## src/rtl/sonar_responder.sv

```systemverilog
//------------------------------------------------------------------------------
// sonar_responder -- ultrasonic range-sensor emulator (trigger in, echo out).
// Option macro: SONAR_TIMEOUT_EN (out-of-range targets produce a timeout echo).
// Revision: 1.0
//------------------------------------------------------------------------------
`default_nettype none

module sonar_responder #(
  parameter int CLK_HZ         = 50_000_000,
  parameter int TRIG_MIN_CYC   = 500,
  parameter int ECHO_DELAY_CYC = 25_000,
  parameter int CYC_PER_CM     = 2_900,
  parameter int MAX_CM         = 400,
  parameter int HOLDOFF_CYC    = 3_000_000,
  parameter int TIMEOUT_CYC    = 1_900_000
) (
  input  logic       clk,
  input  logic       reset,
  input  logic       trigger,
  input  logic [8:0] dist_cm,
  output logic       echo,
  output logic       busy,
  output logic [7:0] meas_cnt
);

  localparam logic [21:0] C_TRIG_MIN = 22'(TRIG_MIN_CYC);
  localparam logic [21:0] C_DELAY    = 22'(ECHO_DELAY_CYC);
  localparam logic [21:0] C_CPC      = 22'(CYC_PER_CM);
  localparam logic [9:0]  C_MAX_CM   = 10'(MAX_CM);
  localparam logic [21:0] C_HOLDOFF  = 22'(HOLDOFF_CYC);
  localparam logic [21:0] C_TIMEOUT  = 22'(TIMEOUT_CYC);

  // Every timer and the width product must fit the 22-bit counter.
  if (CLK_HZ <= 0 || TRIG_MIN_CYC < 1 || ECHO_DELAY_CYC < 1 || CYC_PER_CM < 1 ||
      MAX_CM < 1 || MAX_CM > 511 || HOLDOFF_CYC < 1 || TIMEOUT_CYC < 1 ||
      longint'(MAX_CM) * longint'(CYC_PER_CM) >= (longint'(1) << 22) ||
      TIMEOUT_CYC >= (1 << 22) || HOLDOFF_CYC >= (1 << 22) ||
      ECHO_DELAY_CYC >= (1 << 22)) begin : g_param_check
    $error("sonar_responder: parameter out of supported range");
  end

  typedef enum logic [2:0] {
    IDLE    = 3'd0,
    TRIG    = 3'd1,
    DELAY   = 3'd2,
    ECHO    = 3'd3,
    HOLDOFF = 3'd4
  } state_t;

  state_t      state;
  logic        sync1;
  logic        trig_s;
  logic        trig_p;
  logic        armed;
  logic [1:0]  settle;
  logic [21:0] cnt;
  logic [8:0]  dist_lat;

  logic        in_range;
  logic [21:0] width;
  logic [21:0] echo_len;
  logic        go_echo;

  always_comb begin
    in_range = (dist_lat != 9'd0) && ({1'b0, dist_lat} <= C_MAX_CM);
    width    = {13'd0, dist_lat} * C_CPC;
`ifdef SONAR_TIMEOUT_EN
    echo_len = in_range ? width : C_TIMEOUT;
    go_echo  = 1'b1;
`else
    echo_len = width;
    go_echo  = in_range;
`endif
  end

  always_ff @(posedge clk) begin
    if (reset) begin
      state    <= IDLE;
      sync1    <= 1'b0;
      trig_s   <= 1'b0;
      trig_p   <= 1'b0;
      armed    <= 1'b0;
      settle   <= 2'd0;
      cnt      <= 22'd0;
      dist_lat <= 9'd0;
      echo     <= 1'b0;
      busy     <= 1'b0;
      meas_cnt <= 8'd0;
    end else begin
      sync1  <= trigger;
      trig_s <= sync1;
      trig_p <= trig_s;

      // The synchronizer is cleared by reset, so a trigger held high through
      // reset would look like a new edge; arm only once it is really seen low.
      if (settle != 2'd2) begin
        settle <= settle + 2'd1;
      end else if (!trig_s) begin
        armed <= 1'b1;
      end

      case (state)
        IDLE: begin
          if (armed && trig_s && !trig_p) begin
            state <= TRIG;
            busy  <= 1'b1;
            cnt   <= 22'd1;
          end
        end
        TRIG: begin
          if (trig_s) begin
            if (cnt < C_TRIG_MIN) cnt <= cnt + 22'd1;
          end else if (cnt >= C_TRIG_MIN) begin
            state    <= DELAY;
            dist_lat <= dist_cm;
            meas_cnt <= meas_cnt + 8'd1;
            cnt      <= 22'd0;
          end else begin
            state <= IDLE;
            busy  <= 1'b0;
            cnt   <= 22'd0;
          end
        end
        DELAY: begin
          if (cnt == C_DELAY - 22'd1) begin
            cnt <= 22'd0;
            if (go_echo) begin
              state <= ECHO;
              echo  <= 1'b1;
            end else begin
              state <= HOLDOFF;
            end
          end else begin
            cnt <= cnt + 22'd1;
          end
        end
        ECHO: begin
          if (cnt == echo_len - 22'd1) begin
            state <= HOLDOFF;
            echo  <= 1'b0;
            cnt   <= 22'd0;
          end else begin
            cnt <= cnt + 22'd1;
          end
        end
        HOLDOFF: begin
          if (cnt == C_HOLDOFF - 22'd1) begin
            state <= IDLE;
            busy  <= 1'b0;
            cnt   <= 22'd0;
          end else begin
            cnt <= cnt + 22'd1;
          end
        end
        default: begin
          state <= IDLE;
          echo  <= 1'b0;
          busy  <= 1'b0;
          cnt   <= 22'd0;
        end
      endcase
    end
  end

endmodule

`default_nettype wire

```

## config.mk

```make
export PLATFORM = sky130hd
export DESIGN_NAME = sonar_responder
export DESIGN_NICKNAME = d
export VERILOG_FILES = /design/src/rtl/sonar_responder.sv
export SDC_FILE = /design/constraint.sdc
export NUM_CORES = 1
export LEC_CHECK = 0
export CORE_MARGIN = 5
export CORE_UTILIZATION = 59
export DETAILED_ROUTE_END_ITERATION = 10
export DONT_BUFFER_PORTS = 1
export GPL_ROUTABILITY_DRIVEN = 0
export PLACE_DENSITY = 0.8
export SYNTH_ARGS = -nofsm -noshare
export SYNTH_HDL_FRONTEND = slang
export SYNTH_SLANG_ARGS = --single-unit
```

## constraint.sdc

```tcl
create_clock -name clk -period 5.45 [get_ports clk]
set_input_delay 0 -clock clk [delete_from_list [all_inputs] [get_ports clk]]
set_output_delay 0 -clock clk [all_outputs]
set_load 0.05 [all_outputs]
```

# Yosys cells after proc, flatten, opt, wreduce, memory -nomap -nowiden

Index checks and enable logic that the tools add are counted.

Register bits after elaboration: 50
Input bits: 12
Output and inout port bits: 10
Logic and storage cells: 77

Add/sub/neg operators: 4
$mul: 1
Magnitude comparators: 3
Equality and inequality tests: 16
Mux-type cells: 24
Bitwise gates (word level): 4
Reductions and logical operators: 14

Operators with widths:

| kind                                                                           | number |
|---|---|
| 22-bit 2-to-1 mux                                                              | 6 |
| 22-bit one-hot mux with 5 select lines                                         | 1 |
| 22-bit by 1-bit adder with 22-bit output (second input constant)               | 1 |
| 22-bit by 15-bit == test with 1-bit output (second input constant)             | 1 |
| 22-bit == test                                                                 | 1 |
| 22-bit == test (second input constant)                                         | 1 |
| 22-bit by 9-bit >= comparator with 1-bit output (second input constant)        | 1 |
| 22-bit by 9-bit less-than comparator with 1-bit output (second input constant) | 1 |
| 21-bit by 1-bit subtractor with 22-bit output (second input constant)          | 1 |
| 9-bit by 10-bit multiplier with 19-bit output (second input constant)          | 1 |
| 3-bit 2-to-1 mux                                                               | 6 |
| 2-bit inequality test (second input constant)                                  | 8 |
| 3-bit one-hot mux with 5 select lines                                          | 1 |
| 5-bit AND reduction                                                            | 2 |
| 9-bit <= comparator (second input constant)                                    | 1 |
| 9-bit nonzero test                                                             | 1 |
| 8-bit by 1-bit adder with 8-bit output (second input constant)                 | 1 |
| 1-bit 2-to-1 mux                                                               | 7 |
| 3-bit by 2-bit == test with 1-bit output (second input constant)               | 2 |
| 1-bit inverter                                                                 | 4 |
| 1-bit one-hot mux with 4 select lines                                          | 1 |
| 2-bit AND reduction                                                            | 2 |
| 4-bit AND reduction                                                            | 1 |
| 3-bit by 1-bit == test with 1-bit output (second input constant)               | 1 |
| other kinds (11)                                                               | 13 |

# Logic depth before layout (Yosys ltp)

Word-level depth: 5
Depth in mapped cells: 21
Gate-level depth less buffers: 20

# Worst setup path after synthesis

OpenSTA, ideal clock, no wires.

Path type: reg2reg
Start: register dist_lat[1]
End: register cnt[3]
Arrival time: 5160 ps
Path slack: 157 ps
Stages on the path, launching flop included: 20
Path buffers: 1
Path through: dfxtp_1 ha_1 inv_1 fa_1 fa_1 inv_1 fa_1 ha_1 a21o_1 a21o_1 or3_1 a22oi_2 nand2_1 or4_4 and4bb_1 nor3_2 a2111oi_4 o211a_1 buf_4 nor4_1

Longest elaborated chain between the ends: 5

RTL lines:

| item                                          | RTL line | text |
|---|---|---|
| from (decl)                                   | 57       | `logic [8:0] dist_lat;` |
| from (signal assigned)                        | 115      | `dist_lat <= dist_cm;` |
| 9-bit by 10-bit multiplier with 19-bit output | 66       | `width = {13'd0, dist_lat} * C_CPC;` |
| 21-bit by 1-bit subtractor with 22-bit output | 138      | `if (cnt == echo_len - 22'd1) begin` |
| 22-bit == test                                | 138      |  |
| 22-bit 2-to-1 mux                             | 138      |  |
| 22-bit one-hot mux with 5 select lines        | 102      | `case (state)` |
| to (signal assigned)                          | 112      | `if (cnt < C_TRIG_MIN) cnt <= cnt + 22'd1;` |
| to (signal assigned)                          | 134      | `cnt <= cnt + 22'd1;` |
| to (signal assigned)                          | 143      | `cnt <= cnt + 22'd1;` |
| to (decl)                                     | 56       | `logic [21:0] cnt;` |

No other way between the ends.
A chain may end at the register's enable or synchronous reset.

# Worst setup path after layout

Start: register dist_lat[1]
End: register cnt[0]

The elaborated chain is that of the path after synthesis.

==> results.json <==
{
  "status": "complete, but fails checks",
  "violations": "setup timing",
  "drv_slew": 0,
  "grt_first_pass_wirelength_mm": 19.6,
  "syn_nets": 660,
  "avgSynthCellArea_sq_um": 8.43,
  "r2r-start": "dist_lat[1]",
  "ir_drop_uv": 232,
  "final.min_clock_period_ns": 5.55,
  "dieWidth_um": 100,
  "min_path_type": "input port to register",
  "dieArea_sq_um": 10100,
  "crit_type": "register to register",
  "dp_hpwl_mm": 8.55,
  "viasPerCell": 6.12,
  "grt_setup_unrepaired": "true",
  "layout_common_cells": "53 x inv_1, 53 x nor2_1, 46 x ha_1",
  "clock-sinks": 50,
  "drv_cap": 0,
  "clk_pin_slew_worst_paths_ns": 0.10,
  "startpoint": "dist_lat[1]",
  "nets": 697,
  "fmax_ghz": 0.180,
  "grt.total_usage_pct": 23.7,
  "num_vias": 4364,
  "syn_area_sq_um": 4810,
  "finalHoldViolCount": 0,
  "drt_pass1_iterations": 5,
  "postLayoutCellArea_sq_um": 5650,
  "routedWlPerCell_um": 17.5,
  "drive_above_1_share_pct": 17.6,
  "cts_tree": "yes",
  "power_leakage_nw": 2.53,
  "areaGrowthSynthToFinish_pct": 17.5,
  "crit_fanout": 6,
  "drt_wl_total_mm": 12.5,
  "insertedDiodeCount": 0,
  "finalCritPeriodShare_pct": 102,
  "cp.required_ns": 5.65,
  "synth-seq-area-share_pct": 20.8,
  "start_kind": "register",
  "coreArea_sq_um": 8090,
  "grt_antenna_before_repair": 0,
  "powerDensity_nw_per_um2": 127,
  "setup_ws_ns": -0.0972,
  "hold_start": "reset",
  "portBuffers": 0,
  "synth-seq-cells": 50,
  "reg2reg_setup_slack_ns": -0.1,
  "ctsLongestPathBuffers": 2,
  "htreeDepth": 2,
  "synth_edf_count": 0,
  "skew_ns": 0.00875,
  "fp.dieH_um": 100,
  "synth_flop_cell": "dfxtp_1",
  "root_buffer": "clkbuf_8",
  "pin_count": 22,
  "place_area_sq_um": 5090,
  "yosys_warnings": 0,
  "arrival_ns": 5.75,
  "worst_pin_slew_ns": 0.842,
  "clk_latency_ns": 0.31,
  "grt_max_degree": 54,
  "synthArstFlopShare_pct": 0,
  "antenna_left": 0,
  "cts_inserted_buffers": 5,
  "relSlewSlack_pct": 43.9,
  "drc": 0,
  "grt-ovfl-total": 0,
  "netlist_instances": 570,
  "num_rows": 33,
  "initial_utilization_pct": 59.4,
  "drt_iter0_drc": 246,
  "finalSetupViolCount": 16,
  "total_power_uw": 717,
  "cp-end-kind": "register",
  "grt_pass1_vias": 4283,
  "synthDistinctLibCells": 67
}
-- cells in the mapped netlist (5+ instances only) --
library cell | count | area [sq um]
dfxtp_1 | 50 | 1000
a21oi_1 | 19 | 95.1
fa_1 | 20 | 400
ha_1 | 58 | 726
nand3_1 | 18 | 90.1
xor2_1 | 38 | 333
inv_1 | 54 | 203
nor3_1 | 28 | 140
xnor2_1 | 26 | 228
and3_1 | 8 | 50.1
a21o_1 | 10 | 75.1
o21ai_0 | 10 | 50.1
nor4_1 | 7 | 43.8
nor2b_1 | 5 | 31.3
o21a_1 | 6 | 45.0
nand4_1 | 12 | 75.1
mux2i_1 | 15 | 150
clkbuf_1 | 19 | 71.3
nand2_1 | 31 | 116
nor2_1 | 55 | 206
nand2b_1 | 8 | 50.1
-- logic make-up (layout without fill, tap and decap cells) --
| family | count (synthesis) | after routing | synth area share (%) |
|---|---|---|---|
| compound gates | 81 | 81 | 12.4 |
| buf+inv | 77 | 115 | 6.20 |
| mux | 15 | 15 | 3.12 |
| xor+xnor | 64 | 64 | 11.7 |
| flops | 50 | 50 | 20.8 |
| simple gates | 205 | 205 | 22.4 |
| fa+ha+maj | 78 | 78 | 23.4 |
-- metal layers --
metal	routed length [um]	track usage [%]	up-vias
met1	4930	27.6	2092
met3	657	4.17	47
met5	0	0	-
met4	478	9.12	0
li1	-	-	2042
met2	6420	42.8	183
-- timing repair --
action,4_1_cts,5_1_grt
buffers inserted,5,5
pin swaps,6,23
resized for setup,17,35
hold buffers,12,0
endpoints found under the hold margin,50,0
setup endpoints to repair,26,26
gates cloned,0,0
-- state kept, by name, indices dropped and copies added (netlist names), 2 cells and up --
name,cells
meas_cnt,8
dist_lat,9
state,3
cnt,22
settle,2
-- critical path, stage by stage (launching register included) --
cell,delay [ns]
dfxtp_4,0.40
ha_2,0.18
inv_1,0.08
fa_1,0.54
fa_1,0.53
inv_1,0.05
fa_1,0.54
ha_4,0.22
a21o_1,0.20
a21o_1,0.19
or3_4,0.33
a22oi_2,0.22
nand4b_1,0.25
nor3_2,0.27
nand3_1,0.12
or2_2,0.33
a2111oi_4,0.44
buf_4,0.20
nor4_1,0.06
o31a_1,0.30
-- worst paths after layout --
path | cells after the start | to
worst max register to register | 19 | cnt[0]
worst min register to register | 1 | trig_s
worst max-delay path | 19 | cnt[0]
worst min-delay path | 2 | armed
-- report_power, final --
| group | switching (mW) | internal, mW | total (mW) |
|---|---|---|---|
| clock | 0.136 | 0.140 | 0.276 |
| sequential | 0.00888 | 0.375 | 0.384 |
| combinational | 0.0315 | 0.0250 | 0.0565 |
| total | 0.176 | 0.541 | 0.717 |
-- area by class of cell --
cell class                      instances  area (sq um)
Tap cell                              105           131
Clock buffer                            5          68.8
Clock inverter                          3          47.5
Sequential cell                        50          1020
Multi-Input combinational cell        443          3730
Timing Repair Buffer                   53           450
Inverter                               54           203
Fill cell                             560          2450
-- metrics by stage --
step	hold WS (ns)	setup TNS, ns	worst slack (ns)	utilization (%)	std cells
CTS	0.000595	0	0.0206	67.1	708
floorplan	0.128	0	0.157	-	570
global placement	0.0720	0	0.0488	62.9	683
global route	0.0137	-5.02	-0.291	69.8	713
detailed placement	0.0733	-1.26	-0.129	62.9	683
finish	0.00156	-0.265	-0.0972	69.8	713
Note: power is estimated with default switching activity, not from simulation.
